<file path="src/rtl/moving_avg_filter.sv">
// N-tap moving-average filter (N = 2**LOG2_TAPS) over signed samples, using a running-sum
// accumulator and a circular history buffer. Output is registered with a one-cycle valid pulse.
module moving_avg_filter #(
  parameter int unsigned DATA_W    = 19,
  parameter int unsigned LOG2_TAPS = 1,
  parameter int unsigned ROUND     = 0
) (
  input  logic              clk,
  input  logic              rst,
  input  logic              clear,
  input  logic              in_valid,
  input  logic [DATA_W-1:0] data_in,
  output logic              out_valid,
  output logic [DATA_W-1:0] data_out,
  output logic              primed
);

  localparam int unsigned Taps   = 1 << LOG2_TAPS;
  localparam int unsigned AccW   = DATA_W + LOG2_TAPS;
  localparam int unsigned RndVal = (ROUND != 0) ? (1 << (LOG2_TAPS - 1)) : 0;
  localparam logic [LOG2_TAPS:0] FillMax = (LOG2_TAPS + 1)'(Taps);

  logic [DATA_W-1:0]    hist_q [Taps];
  logic [LOG2_TAPS-1:0] wr_ptr_q;
  logic [LOG2_TAPS:0]   fill_q, fill_d;
  logic [AccW-1:0]      acc_q, acc_d;
  logic [DATA_W-1:0]    oldest;
  logic signed [AccW:0] rnd_sum;
  logic [DATA_W-1:0]    avg;

  always_comb begin
    oldest  = hist_q[wr_ptr_q];
    // Sign-extend both operands; the sum of TAPS samples always fits in AccW bits.
    acc_d   = acc_q + {{LOG2_TAPS{data_in[DATA_W-1]}}, data_in}
                    - {{LOG2_TAPS{oldest[DATA_W-1]}}, oldest};
    rnd_sum = $signed({acc_d[AccW-1], acc_d}) + $signed((AccW + 1)'(RndVal));
    avg     = DATA_W'(rnd_sum >>> LOG2_TAPS);
    fill_d  = (fill_q == FillMax) ? fill_q : fill_q + (LOG2_TAPS + 1)'(1);
  end

  always_ff @(posedge clk or posedge rst) begin
    if (rst) begin
      for (int i = 0; i < int'(Taps); i++) hist_q[i] <= '0;
      wr_ptr_q  <= '0;
      fill_q    <= '0;
      acc_q     <= '0;
      out_valid <= 1'b0;
      data_out  <= '0;
      primed    <= 1'b0;
    end else if (clear) begin
      // Flush history but keep the last output visible downstream.
      for (int i = 0; i < int'(Taps); i++) hist_q[i] <= '0;
      wr_ptr_q  <= '0;
      fill_q    <= '0;
      acc_q     <= '0;
      out_valid <= 1'b0;
      primed    <= 1'b0;
    end else if (in_valid) begin
      hist_q[wr_ptr_q] <= data_in;
      wr_ptr_q  <= wr_ptr_q + LOG2_TAPS'(1);
      fill_q    <= fill_d;
      acc_q     <= acc_d;
      out_valid <= 1'b1;
      data_out  <= avg;
      primed    <= (fill_d == FillMax);
    end else begin
      out_valid <= 1'b0;
    end
  end

endmodule

</file>
<file path="config.mk">
export PLATFORM = sky130hd
export DESIGN_NAME = moving_avg_filter
export DESIGN_NICKNAME = d
export VERILOG_FILES = /design/src/rtl/moving_avg_filter.sv
export SDC_FILE = /design/constraint.sdc
export NUM_CORES = 1
export LEC_CHECK = 0
export CAP_MARGIN = 10
export CORE_MARGIN = 2
export CORE_UTILIZATION = 50
export DETAILED_ROUTE_END_ITERATION = 6
export GPL_TIMING_DRIVEN = 0
export PLACE_DENSITY_LB_ADDON = 0.2
export SLEW_MARGIN = 20
export SYNTH_ARGS = -nofsm -noshare
export SYNTH_HDL_FRONTEND = slang
export SYNTH_SLANG_ARGS = --single-unit
</file>
<file path="constraint.sdc">
create_clock -name clk -period 3.3 [get_ports clk]
set_input_delay 0.66 -clock clk [delete_from_list [all_inputs] [get_ports clk]]
set_output_delay 0.66 -clock clk [all_outputs]
set_load 0.01 [all_outputs]
</file>
==> flow_summary.json <==
{
  "drv_cap": 0,
  "fin_ws_ns": -0.0680,
  "start_util": 0.516,
  "finalHoldViolCount": 0,
  "synth_commonest_cells": "inv_1 (88), dfrtp_1 (81), nand2_1 (51)",
  "drc": 0,
  "clock_sinks": 81,
  "synth_fp_nets": 585,
  "synth-async-reset-ratio": 1.00,
  "gr-total-overflow": 0,
  "power.leakage_nw": 3.05,
  "yosysTopAreaCell": "dfrtp_1",
  "setup_viol": 2,
  "h-tree-depth": 3,
  "layout.nets": 659,
  "cts_inserted_buffers": 9,
  "synth_area_um2": 5040,
  "cts.clk_slew.worst_paths_ns": 0.09,
  "post_drt_wl_per_cell_um": 17.9,
  "clockRootBuffer": "clkbuf_8",
  "path_max_fanout": 7,
  "post-route-util": 0.654,
  "cp-start-kind": "flop",
  "gp_congestion": 0.907,
  "post-route-cell-area_um2": 6400,
  "worst_pin_slew_ns": 0.898,
  "timing.rr.end": "data_out[18]",
  "synth_top_family_by_area": "compound AO/OA/AOI/OAI gates",
  "cp.required_ns": 3.61,
  "path_cells": "buf_8 > buf_6 > mux2_4 > fa_1 > inv_2 > ha_4 > buf_6 > a211o_1 > a21oi_4 > o21bai_1 > o211a_1 > or4b_4 > nand3_2",
  "ctsHoldBuffers": 0,
  "criticalPathCategory": "flop to flop",
  "fin_skew_ns": 0.0120,
  "synth-edff-count": 0,
  "yosys_warnings": 0,
  "worstPathArrival_ns": 3.68,
  "synthFlopType": "dfrtp_1",
  "synth_area_leaders": "dfrtp_1 (40%), fa_1 (7.5%), a22o_1 (6.6%)",
  "min_to": "data_out[2]",
  "antenna_found_initial": 0,
  "synth_seq_cells": 81,
  "portBuffers": 42,
  "yosys.area_share.simple": 0.113,
  "outcome": "finished with violations",
  "vias": 4168,
  "die-area_um2": 10900,
  "yosys.area.top_type_share": 0.402,
  "syn_avg_cell_area_um2": 9.67,
  "ff2ff_path_depth": 13,
  "synthToLayoutAreaGrowth_pct": 26.9,
  "core_area_um2": 9770,
  "cp_slowest_cell": "or4b_4",
  "hp-start": "data_out[2]",
  "hold_class": "flop to flop",
  "synthCells": 521,
  "synth.distinct_cells": 52,
  "diodes": 0,
  "ant_nets": 0,
  "ios": 44,
  "hold_ws_ns": 0.490,
  "cp.depth": 13,
  "crit_top_cell": "buf_6",
  "routed_wl_um": 13100,
  "fmaxAchievable_mhz": 297,
  "cp_top_family": "compound AO/OA/AOI/OAI gates",
  "rows": 36,
  "firstDrtPassIters": 5,
  "synth_xor_area_frac": 0.0189,
  "insertion_delay_ns": 0.36,
  "rsz0062_at_grt": "yes",
  "fin_crit_sh": 1.02,
  "drt_iter0_drc": 311,
  "p_total_mw": 5.42,
  "viasPerCell": 5.69,
  "final_layout_size_suffix_gt1_frac": 0.200,
  "cts_tree": "yes",
  "whs_path_depth": 2,
  "synthMuxAreaShare": 0.0663,
  "r2r_slack_ns": -0.07,
  "cp_num_buf_inv": 4,
  "critPathCaptureType": "flop",
  "clockBufferDepth": 2,
  "synth_fa_ha_area_frac": 0.130,
  "dp_hpwl_um": 8700,
  "grt_pass1_vias": 4142,
  "max-slew-margin-rel": 0.401,
  "r2r-start": "wr_ptr_q",
  "maxSlewViolCount": 0,
  "die_h_um": 104,
  "postPlaceCellArea_um2": 5660,
  "min_period_ns": 3.37,
  "ir_worst_vdd_uv": 382,
  "grt_pass1_wl_um": 20700,
  "dieWidth_um": 104,
  "cp_slowest_stage_delay_ns": 0.56,
  "grt_max_degree": 48,
  "synthMostInstantiatedCell": "inv_1",
  "synth_compound_area_frac": 0.185,
  "power_density_nw_per_um2": 847,
  "violations": "negative setup slack",
  "grt_usage": 0.239,
  "seq_area_frac_synth": 0.402
}
==> cells in the final DEF, fill, tap and decap left out, types with 7 or more instances in the layout <==
master           Yosys  layout
nand2b_1             8       7
ha_1                22       8
a21o_1               7       7
ha_2                 0       7
fa_1                19      17
a22o_1              38      38
nand3_1             12      10
inv_1               88      86
a21oi_1             20      12
dfrtp_1             81      80
buf_4                1      20
clkdlybuf4s50_1      0      40
clkbuf_8             0      12
mux2i_1             12      11
o21ai_0             13       9
nor2_1              26      26
o211ai_1             8       8
ha_4                 0       7
mux2_2              19      16
nand2_1             51      49
clkbuf_1            14      11
==> tightest hold or removal path: stages (launching register included) <==
cell,delay (ns)
dfrtp_1,0.35
nand2_1,0.05
nand2_1,0.06
==> per-layer routing <==
metal,share of wire,vias to the layer above,global-route usage,wire (um)
met5,0,-,0,0
met4,0.019,0,0.0830,247
met3,0.059,27,0.0520,773
met2,0.45,162,0.343,5870
met1,0.47,2057,0.355,6190
li1,-,1922,-,-
==> sequential cells by signal, indices dropped and copies added, names as in the netlist <==
name       count
wr_ptr_q       1
hist_q        38
fill_q         1
primed         1
data_out      19
out_valid      1
acc_q         20
==> final cells by class <==
class / count / area (um2)
multi-input combinational: 331 / 2900
inverter: 88 / 333
clock buffer: 12 / 165
clock inverter: 4 / 50.0
sequential: 81 / 2030
fill: 773 / 3380
tap: 133 / 166
timing repair buffer: 64 / 621
buffer: 20 / 133
==> stage by stage <==
step                      setup slack, ns  TNS [ns]  instances
after detailed placement           -0.482     -7.73        697
after global routing               -0.158    -0.456        733
final                             -0.0680    -0.129        733
after CTS                         -0.0164   -0.0293        715
after global placement             -0.747    -67.48        696
after floorplan                   0.00933         0        521
==> report_power, final <==
part	switching, mW	internal [mW]
Combinational	1.78	1.50
Sequential	0.137	1.22
Clock	0.375	0.410
==> cells by family (layout without fill, tap and decap cells) <==
group                      count (synthesis)  after routing
xor gates and xnor gates                  10             10
muxes                                     31             31
buffers and inverters                    109            188
adders and majority gates                 41             41
DFF                                       81             81
AOI/OAI and AO/OA                        124            124
and+or+nand+nor                          125            125
==> repair_timing <==
item | in CTS | in global routing
resized for setup | 15 | 67
gates cloned | 0 | 1
setup endpoints to repair | 29 | 24
setup buffers | 3 | 17
pin swaps | 5 | 23
==> how the worst max path moves through the flow <==
stage / start / slack (ns) / to
after floorplan: wr_ptr_q / 0.009 / data_out[18]
after global placement: rst / -0.75 / fill_q[0]
after detailed placement: data_in[1] / -0.48 / acc_q[14]
after CTS: wr_ptr_q / -0.02 / data_out[18]
after global routing: wr_ptr_q / -0.16 / data_out[18]
final: wr_ptr_q / -0.07 / data_out[18]
No activity file was read; power rests on OpenSTA's default activity.
